File: config.mk
export PLATFORM = sky130hd
export DESIGN_NAME = spi_master_cfg
export DESIGN_NICKNAME = d
export VERILOG_FILES = /design/src/rtl/spi_pkg.sv /design/src/rtl/spi_clk_div.sv /design/src/rtl/spi_master_cfg.sv
export SDC_FILE = /design/constraint.sdc
export NUM_CORES = 1
export LEC_CHECK = 0
export ABC_AREA = 1
export CORE_MARGIN = 5
export CORE_UTILIZATION = 30
export DETAILED_ROUTE_END_ITERATION = 6
export MAX_ROUTING_LAYER = met4
export PLACE_DENSITY = 0.53
export SLEW_MARGIN = 0
export SYNTH_ARGS = -nofsm -noshare
export SYNTH_HDL_FRONTEND = slang
export SYNTH_SLANG_ARGS = --single-unit
File: constraint.sdc
create_clock -name clk -period 2.67 [get_ports clk]
set_input_delay 0.4005 -clock clk [delete_from_list [all_inputs] [get_ports clk]]
set_output_delay 0.4005 -clock clk [all_outputs]
set_load 0.005 [all_outputs]
File: src/rtl/spi_pkg.sv
// Shared types and constants for the configurable SPI master (spi_master_cfg).
package spi_pkg;

    typedef enum logic [1:0] {
        ST_IDLE  = 2'd0,
        ST_SETUP = 2'd1,
        ST_XFER  = 2'd2,
        ST_HOLD  = 2'd3
    } spi_state_e;

    // SPI modes encoded as {cpol, cpha}
    localparam logic [1:0] MODE0 = 2'b00;
    localparam logic [1:0] MODE1 = 2'b01;
    localparam logic [1:0] MODE2 = 2'b10;
    localparam logic [1:0] MODE3 = 2'b11;

    localparam int DATA_W_MIN = 2;
    localparam int DATA_W_MAX = 32;
    localparam int NUM_CS_MIN = 1;
    localparam int NUM_CS_MAX = 8;
    localparam int DIV_MIN    = 1;

    function automatic int sel_width(input int n);
        return (n > 1) ? $clog2(n) : 1;
    endfunction

endpackage

File: src/rtl/spi_clk_div.sv
// SCLK half-period divider: a tick every DIV cycles while running, split into
// leading/trailing edge strobes by an alternating phase bit.
module spi_clk_div
    import spi_pkg::*;
#(
    parameter int DIV = 2
) (
    input  logic clk,
    input  logic rst,
    input  logic run,
    output logic tick,
    output logic lead,
    output logic trail
);
    localparam int CW = sel_width(DIV);

    logic [CW-1:0] cnt_r;
    logic          phase_r;

    // Strobe decode from the divider count and phase
    always_comb begin
        tick  = run && (cnt_r == CW'(DIV - 1));
        lead  = tick && !phase_r;
        trail = tick && phase_r;
    end

    // Divider counter and edge phase; idle clears both so every frame starts aligned
    always_ff @(posedge clk or posedge rst) begin
        if (rst) begin
            cnt_r   <= '0;
            phase_r <= 1'b0;
        end else if (!run) begin
            cnt_r   <= '0;
            phase_r <= 1'b0;
        end else if (tick) begin
            cnt_r   <= '0;
            phase_r <= !phase_r;
        end else begin
            cnt_r   <= cnt_r + CW'(1);
        end
    end

endmodule

File: src/rtl/spi_master_cfg.sv
// Configurable SPI master, modes 0-3, MSB first, one frame per request.
// Optional macro SPI_LOOPBACK_EN adds a loopback input that samples internal mosi.
module spi_master_cfg
    import spi_pkg::*;
#(
    parameter int  DATA_W = 8,
    parameter int  NUM_CS = 4,
    parameter int  DIV    = 2,
    localparam int CSW    = sel_width(NUM_CS)
) (
    input  logic              clk,
    input  logic              rst,
    input  logic              start_valid,
    output logic              start_ready,
    input  logic [DATA_W-1:0] tx_data,
    input  logic [CSW-1:0]    cs_sel,
    input  logic              cpol,
    input  logic              cpha,
    output logic [DATA_W-1:0] rx_data,
    output logic              done,
    output logic              busy,
    output logic              sclk,
    output logic              mosi,
    input  logic              miso,
`ifdef SPI_LOOPBACK_EN
    input  logic              loopback,
`endif
    output logic [NUM_CS-1:0] cs_n
);
    localparam int TCW = $clog2(2 * DATA_W + 1);

    spi_state_e        state_r, state_nxt_s;
    logic [TCW-1:0]    tick_cnt_r;
    logic [DATA_W-2:0] tx_rest_r;
    logic [DATA_W-1:0] rx_shift_r, rx_data_r;
    logic [NUM_CS-1:0] cs_n_r, cs_dec_s;
    logic              cpha_r, sclk_r, mosi_r, done_r;
    logic              run_s, tick_s, lead_s, trail_s, last_tick_s;
    logic              accept_s, edge_s, shift_s, sample_s, sample_bit_s;

    spi_clk_div #(.DIV(DIV)) u_clk_div (
        .clk   (clk),
        .rst   (rst),
        .run   (run_s),
        .tick  (tick_s),
        .lead  (lead_s),
        .trail (trail_s)
    );

    // State register
    always_ff @(posedge clk or posedge rst) begin
        if (rst) begin
            state_r <= ST_IDLE;
        end else begin
            state_r <= state_nxt_s;
        end
    end

    // Next-state logic; tick count 2*DATA_W marks the end of the last half-period
    always_comb begin
        state_nxt_s = state_r;
        case (state_r)
            ST_IDLE:  if (start_valid) state_nxt_s = ST_SETUP; else state_nxt_s = ST_IDLE;
            ST_SETUP: if (tick_s) state_nxt_s = ST_XFER; else state_nxt_s = ST_SETUP;
            ST_XFER:  if (tick_s && last_tick_s) state_nxt_s = ST_HOLD; else state_nxt_s = ST_XFER;
            ST_HOLD:  if (tick_s) state_nxt_s = ST_IDLE; else state_nxt_s = ST_HOLD;
            default:  state_nxt_s = ST_IDLE;
        endcase
    end

    // Output and strobe decode
    always_comb begin
        start_ready = (state_r == ST_IDLE);
        busy        = (state_r != ST_IDLE);
        run_s       = (state_r != ST_IDLE);
        accept_s    = start_valid && (state_r == ST_IDLE);
        last_tick_s = (tick_cnt_r == TCW'(2 * DATA_W));
        // SETUP's tick is leading edge 0; the tick closing XFER is not an SCLK edge
        edge_s      = tick_s && ((state_r == ST_SETUP) || ((state_r == ST_XFER) && !last_tick_s));
        shift_s     = edge_s && (cpha_r ? (lead_s && (tick_cnt_r != '0))
                                        : (trail_s && (tick_cnt_r != TCW'(2 * DATA_W - 1))));
        sample_s    = edge_s && (cpha_r ? trail_s : lead_s);
`ifdef SPI_LOOPBACK_EN
        sample_bit_s = loopback ? mosi_r : miso;
`else
        sample_bit_s = miso;
`endif
        cs_dec_s = '1;
        for (int i = 0; i < NUM_CS; i++) begin
            cs_dec_s[i] = (cs_sel == CSW'(i)) ? 1'b0 : 1'b1;
        end
        rx_data = rx_data_r;
        done    = done_r;
        sclk    = sclk_r;
        mosi    = mosi_r;
        cs_n    = cs_n_r;
    end

    // Frame datapath: latch on accept, shift/sample on SCLK edges, publish at HOLD end
    always_ff @(posedge clk or posedge rst) begin
        if (rst) begin
            tick_cnt_r <= '0;
            tx_rest_r  <= '0;
            rx_shift_r <= '0;
            rx_data_r  <= '0;
            cs_n_r     <= '1;
            cpha_r     <= 1'b0;
            sclk_r     <= 1'b0;
            mosi_r     <= 1'b0;
            done_r     <= 1'b0;
        end else begin
            done_r <= 1'b0;
            if (accept_s) begin
                tick_cnt_r <= '0;
                tx_rest_r  <= tx_data[DATA_W-2:0];
                mosi_r     <= tx_data[DATA_W-1];
                rx_shift_r <= '0;
                cs_n_r     <= cs_dec_s;
                cpha_r     <= cpha;
                sclk_r     <= cpol;
            end else begin
                if (edge_s) begin
                    sclk_r <= !sclk_r;
                end
                if (tick_s && (state_r != ST_HOLD)) begin
                    tick_cnt_r <= tick_cnt_r + TCW'(1);
                end
                if (shift_s) begin
                    mosi_r    <= tx_rest_r[DATA_W-2];
                    tx_rest_r <= tx_rest_r << 1;
                end
                if (sample_s) begin
                    rx_shift_r <= {rx_shift_r[DATA_W-2:0], sample_bit_s};
                end
                if (tick_s && (state_r == ST_HOLD)) begin
                    done_r    <= 1'b1;
                    rx_data_r <= rx_shift_r;
                    cs_n_r    <= '1;
                    mosi_r    <= 1'b0;
                end
            end
        end
    end

endmodule

# Yosys cells after proc, flatten, opt, wreduce, memory -nomap -nowiden
# Cells that the tools add are included.
# word_totals
out_inout_bits,17
register_bits,40
# classes
eq_ne,10
mux,30
bitwise,1
addsub,2
reduce_logical,28
# op_table
op,count
2-to-1 mux 1 bit,19
2-to-1 mux 8 bit,2
2-to-1 mux 7 bit,2
logical AND 1 bit,13
nonzero test 2 bit,6
2-to-1 mux 5 bit,2
equality test 2 bit (second input constant),4
2-to-1 mux 4 bit,2
one-hot mux 2 bit (4 select lines),1
adder 5 x 1 -> 5 bit (second input constant),1
equality test 5 bit (second input constant),1
!= test 5 x 4 -> 1 bit (second input constant),1
nonzero test 5 bit,1
equality test 2 x 1 -> 1 bit (second input constant),2
zero test 2 bit,2
2-to-1 mux 2 bit,2
!= test 2 bit (second input constant),2
zero test 1 bit,3
nonzero test 3 bit,1
AND reduction 2 bit,1
adder 1 bit (second input constant),1
logical OR 1 bit,1
NOT 1 bit,1

# Depth between registers and ports, before layout
# depth
word_depth,9
ltp_mapped,11
mapped_depth_nobuf,11

# Cells and area by module
# Synthesis repeated with hierarchy kept, for this count alone.
# unflattened
hier_cells,239
hier_area_um2,1939.4
# modules_own_cells
mod,instances,area_each_um2,cells_per_inst
spi_master_cfg,1,1841.8,225
spi_clk_div,1,97.6,14

# Worst setup path before layout
# OpenSTA, ideal clock, no wires.
# synth_path
kind,register -> register
start,register tick_cnt_r[0]
end,register tx_rest_r[1]
setup_ns,0.124
stages_incl_launch_ff,11
path_buffers,0
arrival_time_ns,1.303
required_ns,2.546
setup_slack_ns,1.243
path_cell_list,dfrtp_1 > ha_1 > inv_1 > nor3_1 > ha_1 > inv_1 > nand3_1 > nand2_1 > nand3_4 > nand2_1 > nand3_1
# synth_between
elab_chain_len,7
# synth_lines
element,line_no,rtl
from (decl),spi_master_cfg.sv:33,logic [TCW-1:0] tick_cnt_r;
from (signal assigned),spi_master_cfg.sv:126,tick_cnt_r <= tick_cnt_r + TCW'(1);
equality test 5 bit,spi_master_cfg.sv:77,last_tick_s = (tick_cnt_r == TCW'(2 * DATA_W));
zero test 1 bit,spi_master_cfg.sv:79,edge_s = tick_s && ((state_r == ST_SETUP) || ((state_r == ST_XFER) && !last_tick_s));
logical AND 1 bit,spi_master_cfg.sv:79,
logical OR 1 bit,spi_master_cfg.sv:79,
logical AND 1 bit,spi_master_cfg.sv:79,
logical AND 1 bit *,spi_master_cfg.sv:80,shift_s = edge_s && (cpha_r ? (lead_s && (tick_cnt_r != '0))
nonzero test 2 bit (no source line) *,n/a,
to (signal assigned),spi_master_cfg.sv:115,tx_rest_r <= tx_data[DATA_W-2:0];
to (signal assigned),spi_master_cfg.sv:130,tx_rest_r <= tx_rest_r << 1;
to (decl),spi_master_cfg.sv:34,logic [DATA_W-2:0] tx_rest_r;
# Every way passes the cells marked *; elsewhere a longest branch is shown, timed or not.
# A chain may end at the register's enable or synchronous reset.

# Worst setup path in the final report
# layout_path
start,register state_r[1]
end,output start_ready
# layout_between
elab_chain_len,1
# layout_lines
element,line_no,rtl
from (decl),spi_master_cfg.sv:32,"spi_state_e state_r, state_nxt_s;"
from (signal assigned),spi_master_cfg.sv:55,state_r <= state_nxt_s;
zero test 2 bit,spi_master_cfg.sv:73,start_ready = (state_r == ST_IDLE);
to (decl),spi_master_cfg.sv:14,"output logic start_ready,"
# Every way passes these cells.

==> results.ini <==
[layout]
sequential_cell_area_um2=1010
fillerInstances=649
syn_to_final_growth_pct=27.3
n_antenna_cell=0
multi_input_comb_area_um2=773
post_route_standard_cell_area_excluding_fillers_um2=2460
fin_nets=281
fraction_of_layout_cells_with_a_size_suffix_above_1_pct=12.2

[floorplan]
total_die_area_um2=8160
die_y_um=90.3
pin_count=33
core_area_um2=6310
rows=29
start_util_pct=30.7
dieWidth_um=90.3

[cts]
cts_tree=done
ctsLongestPathBuffers=2
clock_insertion_delay_worst_skew_ps=290
post_cts_buffers=0
ctsHtreeMaxLevel=2
cts.root.buffer_cell=sky130_fd_sc_hd__clkbuf_8
cts_inserted_buffers=5
postCtsHoldBufs=0
cts_repair_resize_count=0
worst_setup_hold_path_clk_slew_ps=80
numClockSinks=40

[placed_design]
routabilityCongestion=0.757
dpl-instance-area_um2=2340
port-buffer-count=32
hpwlAfterDp_um=2770
detailedPlace.worstSlack_ps=760

[timing]
rsz_0062_raised_after_global_routing=false
final_period_minus_worst_setup_slack_ps=1830
timing_max_transition_violations_final=0
setup_viol=0
setup_total_negative_slack_ps=0
final.setup_skew_ps=6.87
fin_ws_ps=843
max-slew-margin-rel_pct=63.6
max_freq_mhz=547
finalCritPeriodShare_pct=68.4
worst-slew-pin-transition_ps=545
final-hold-violation-count=0

[synthesis]
post_synth_instance_area_um2=1940
synth_sequential_area_ratio_pct=52.0
syn-mean-instance-area_um2=8.56
ys_async_sr_fraction_pct=100
number_of_enable_flip_flop_cells_after_synthesis=0
postSynthNetCount=245
dominant_cells_by_area_after_synthesis=sky130_fd_sc_hd__dfrtp_1 (47%), sky130_fd_sc_hd__nand2_1 (11%), sky130_fd_sc_hd__inv_1 (6.2%)
synth_top_area_share_pct=46.5
yosys_register_bits=40
yosysWarningCount=0
synth_cell_type_count=27
postSynth.topFlopCell=sky130_fd_sc_hd__dfrtp_1
synth_top_cells_by_count=sky130_fd_sc_hd__nand2_1 (59), sky130_fd_sc_hd__dfrtp_1 (36), sky130_fd_sc_hd__inv_1 (32), sky130_fd_sc_hd__nor2_1 (23), sky130_fd_sc_hd__nand3_1 (17)
post-synth-top-area-cell=sky130_fd_sc_hd__dfrtp_1
synth_cells=226
synthMostInstantiatedCell=sky130_fd_sc_hd__nand2_1

[route]
drc_errors=0
routed_wl_um=3980
vias=1512
top_metal_layer_carrying_routed_signals=met4
met2RoutedLength_um=1810
drtAntennaViolNets=0
via_per_inst=4.45
routed_wl_met3_um=209
wire_per_inst_um=11.7
drtIter0Drc=107
routed_met1_length_um=1890
number_of_iterations_in_the_first_detailed_routing_pass=4

[pwr]
max-vdd-ir-drop_v=0.000231
register_share_of_total_power_pct=50.8
p_switching_mw=0.239
power_report.internal_total_mw=0.969
static-leakage-power_nw=1.19
power.share.switching_pct=19.8
share_comb_of_total_power_pct=4.5
clockPowerShare_pct=44.7
power.density_cell_area_nw_per_um2=490
totalPowerFinal_mw=1.21

[worst_setup_path]
crit_fanout=4
critical_path_arrival_ps=1430
crit_type=flip-flop to primary output
setup.worst_path.start=state_r[1]$_DFF_PP0_
timing.rr.start=state_r[1]$_DFF_PP0_
worst_setup_end_kind=primary output
crit_required_ps=2270
startpoint_type=flip-flop

[global_routing]
first_global_vias=1493
grt_pass1_wl_um=7100
groute.usage.overall_pct=11.0
antenna_found_initial=0
grt_overflow_total=0
largest_net_degree_at_the_start_of_global_routing=41

[worst_hold_path]
min_path_type=flip-flop to flip-flop
hp-start=rx_data[7]$_DFFE_PP0P_

[status]
result_of_the_run=completed

[job]
drv.max_cap_violation_count=0

## path summary, 6_finish.rpt
path	end	slack, ps	cells after the start
setup / recovery	start_ready	840	2
hold / removal	rx_data[7]$_DFFE_PP0P_	490	2
setup reg to reg	rx_shift_r[3]$_DFFE_PP0P_	970	6
hold reg to reg	rx_data[7]$_DFFE_PP0P_	490	2
max in group asynchronous	cs_n[0]$_DFFE_PP1P_	1770	3
min in group asynchronous	mosi$_DFFE_PP0P_	540	3
## registers in the layout, summed over array words and instances (netlist names)
signal	count
state_r	2
rx_shift_r	8
sclk	1
tx_rest_r	7
mosi	1
cpha_r	1
done	1
rx_data	8
u_clk_div.cnt_r	1
tick_cnt_r	5
cs_n	4
u_clk_div.phase_r	1
## cell usage in the layout (no fill, tap or decap)
master	n
sky130_fd_sc_hd__a31oi_1	4
sky130_fd_sc_hd__o21ai_0	15
sky130_fd_sc_hd__nand3_1	17
sky130_fd_sc_hd__nand2_2	1
sky130_fd_sc_hd__inv_1	32
sky130_fd_sc_hd__o21ai_2	4
sky130_fd_sc_hd__dfrtp_1	36
sky130_fd_sc_hd__buf_4	2
sky130_fd_sc_hd__nand2_4	1
sky130_fd_sc_hd__a21oi_1	1
sky130_fd_sc_hd__bufinv_16	1
sky130_fd_sc_hd__o32a_1	2
sky130_fd_sc_hd__nor2_8	1
sky130_fd_sc_hd__dfstp_2	4
sky130_fd_sc_hd__nor2_4	3
sky130_fd_sc_hd__nand3_4	2
sky130_fd_sc_hd__clkdlybuf4s50_1	32
sky130_fd_sc_hd__a21oi_2	4
sky130_fd_sc_hd__inv_2	2
sky130_fd_sc_hd__nand2_1	59
sky130_fd_sc_hd__o22ai_1	1
sky130_fd_sc_hd__nand4_1	3
sky130_fd_sc_hd__nor2_1	23
sky130_fd_sc_hd__clkbuf_8	7
sky130_fd_sc_hd__o21ai_1	1
sky130_fd_sc_hd__nor3_1	1
sky130_fd_sc_hd__ha_1	3
sky130_fd_sc_hd__and2_1	1
## critical path, stage by stage, from the launching register on
cell and delay [ps]:
sky130_fd_sc_hd__dfrtp_1 440, sky130_fd_sc_hd__nor2_4 180, sky130_fd_sc_hd__clkdlybuf4s50_1 530
## power groups by stage
| stage | clock network [mW] | registers, mW | logic [mW] |
|---|---|---|---|
| 2_1_floorplan | 0 | 0.625 | 0.0246 |
| 3_3_place_gp | 0 | 0.625 | 0.0566 |
| 3_5_place_dp | 0 | 0.625 | 0.0560 |
| 4_1_cts | 0.561 | 0.613 | 0.0564 |
| 5_1_grt | 0.596 | 0.614 | 0.0631 |
| 6_report | 0.540 | 0.613 | 0.0545 |
## final cells by class
class / instances / area share (%)
clock buffers: 7 / 3.91
clock inverters: 1 / 1.22
inverters: 34 / 5.18
multi-input cells: 147 / 31.4
flip-flops and latches: 40 / 40.8
well taps: 77 / 3.91
repair buffers: 34 / 13.6
## kinds of logic after synthesis
kind of cell | Yosys count | synth area share [%]
compound gates | 32 | 10.7
fa+ha+maj | 3 | 1.94
buf+inv | 39 | 8.08
flops | 40 | 52.0
simple gates | 112 | 27.3
## metal layers
layer,GRT usage (%),vias to the layer above
met5,-,-
li1,-,786
met2,17.1,34
met1,13.2,688
met4,4.09,0
met3,3.75,4
## metrics by stage
step	hold WS, ps	std cells	utilization [%]
floorplan	442	226	-
global placement	464	332	37.0
detailed placement	479	332	37.0
CTS	500	340	39.0
global route	521	340	39.0
finish	489	340	39.0
No activity file was read; power rests on OpenSTA's default activity.
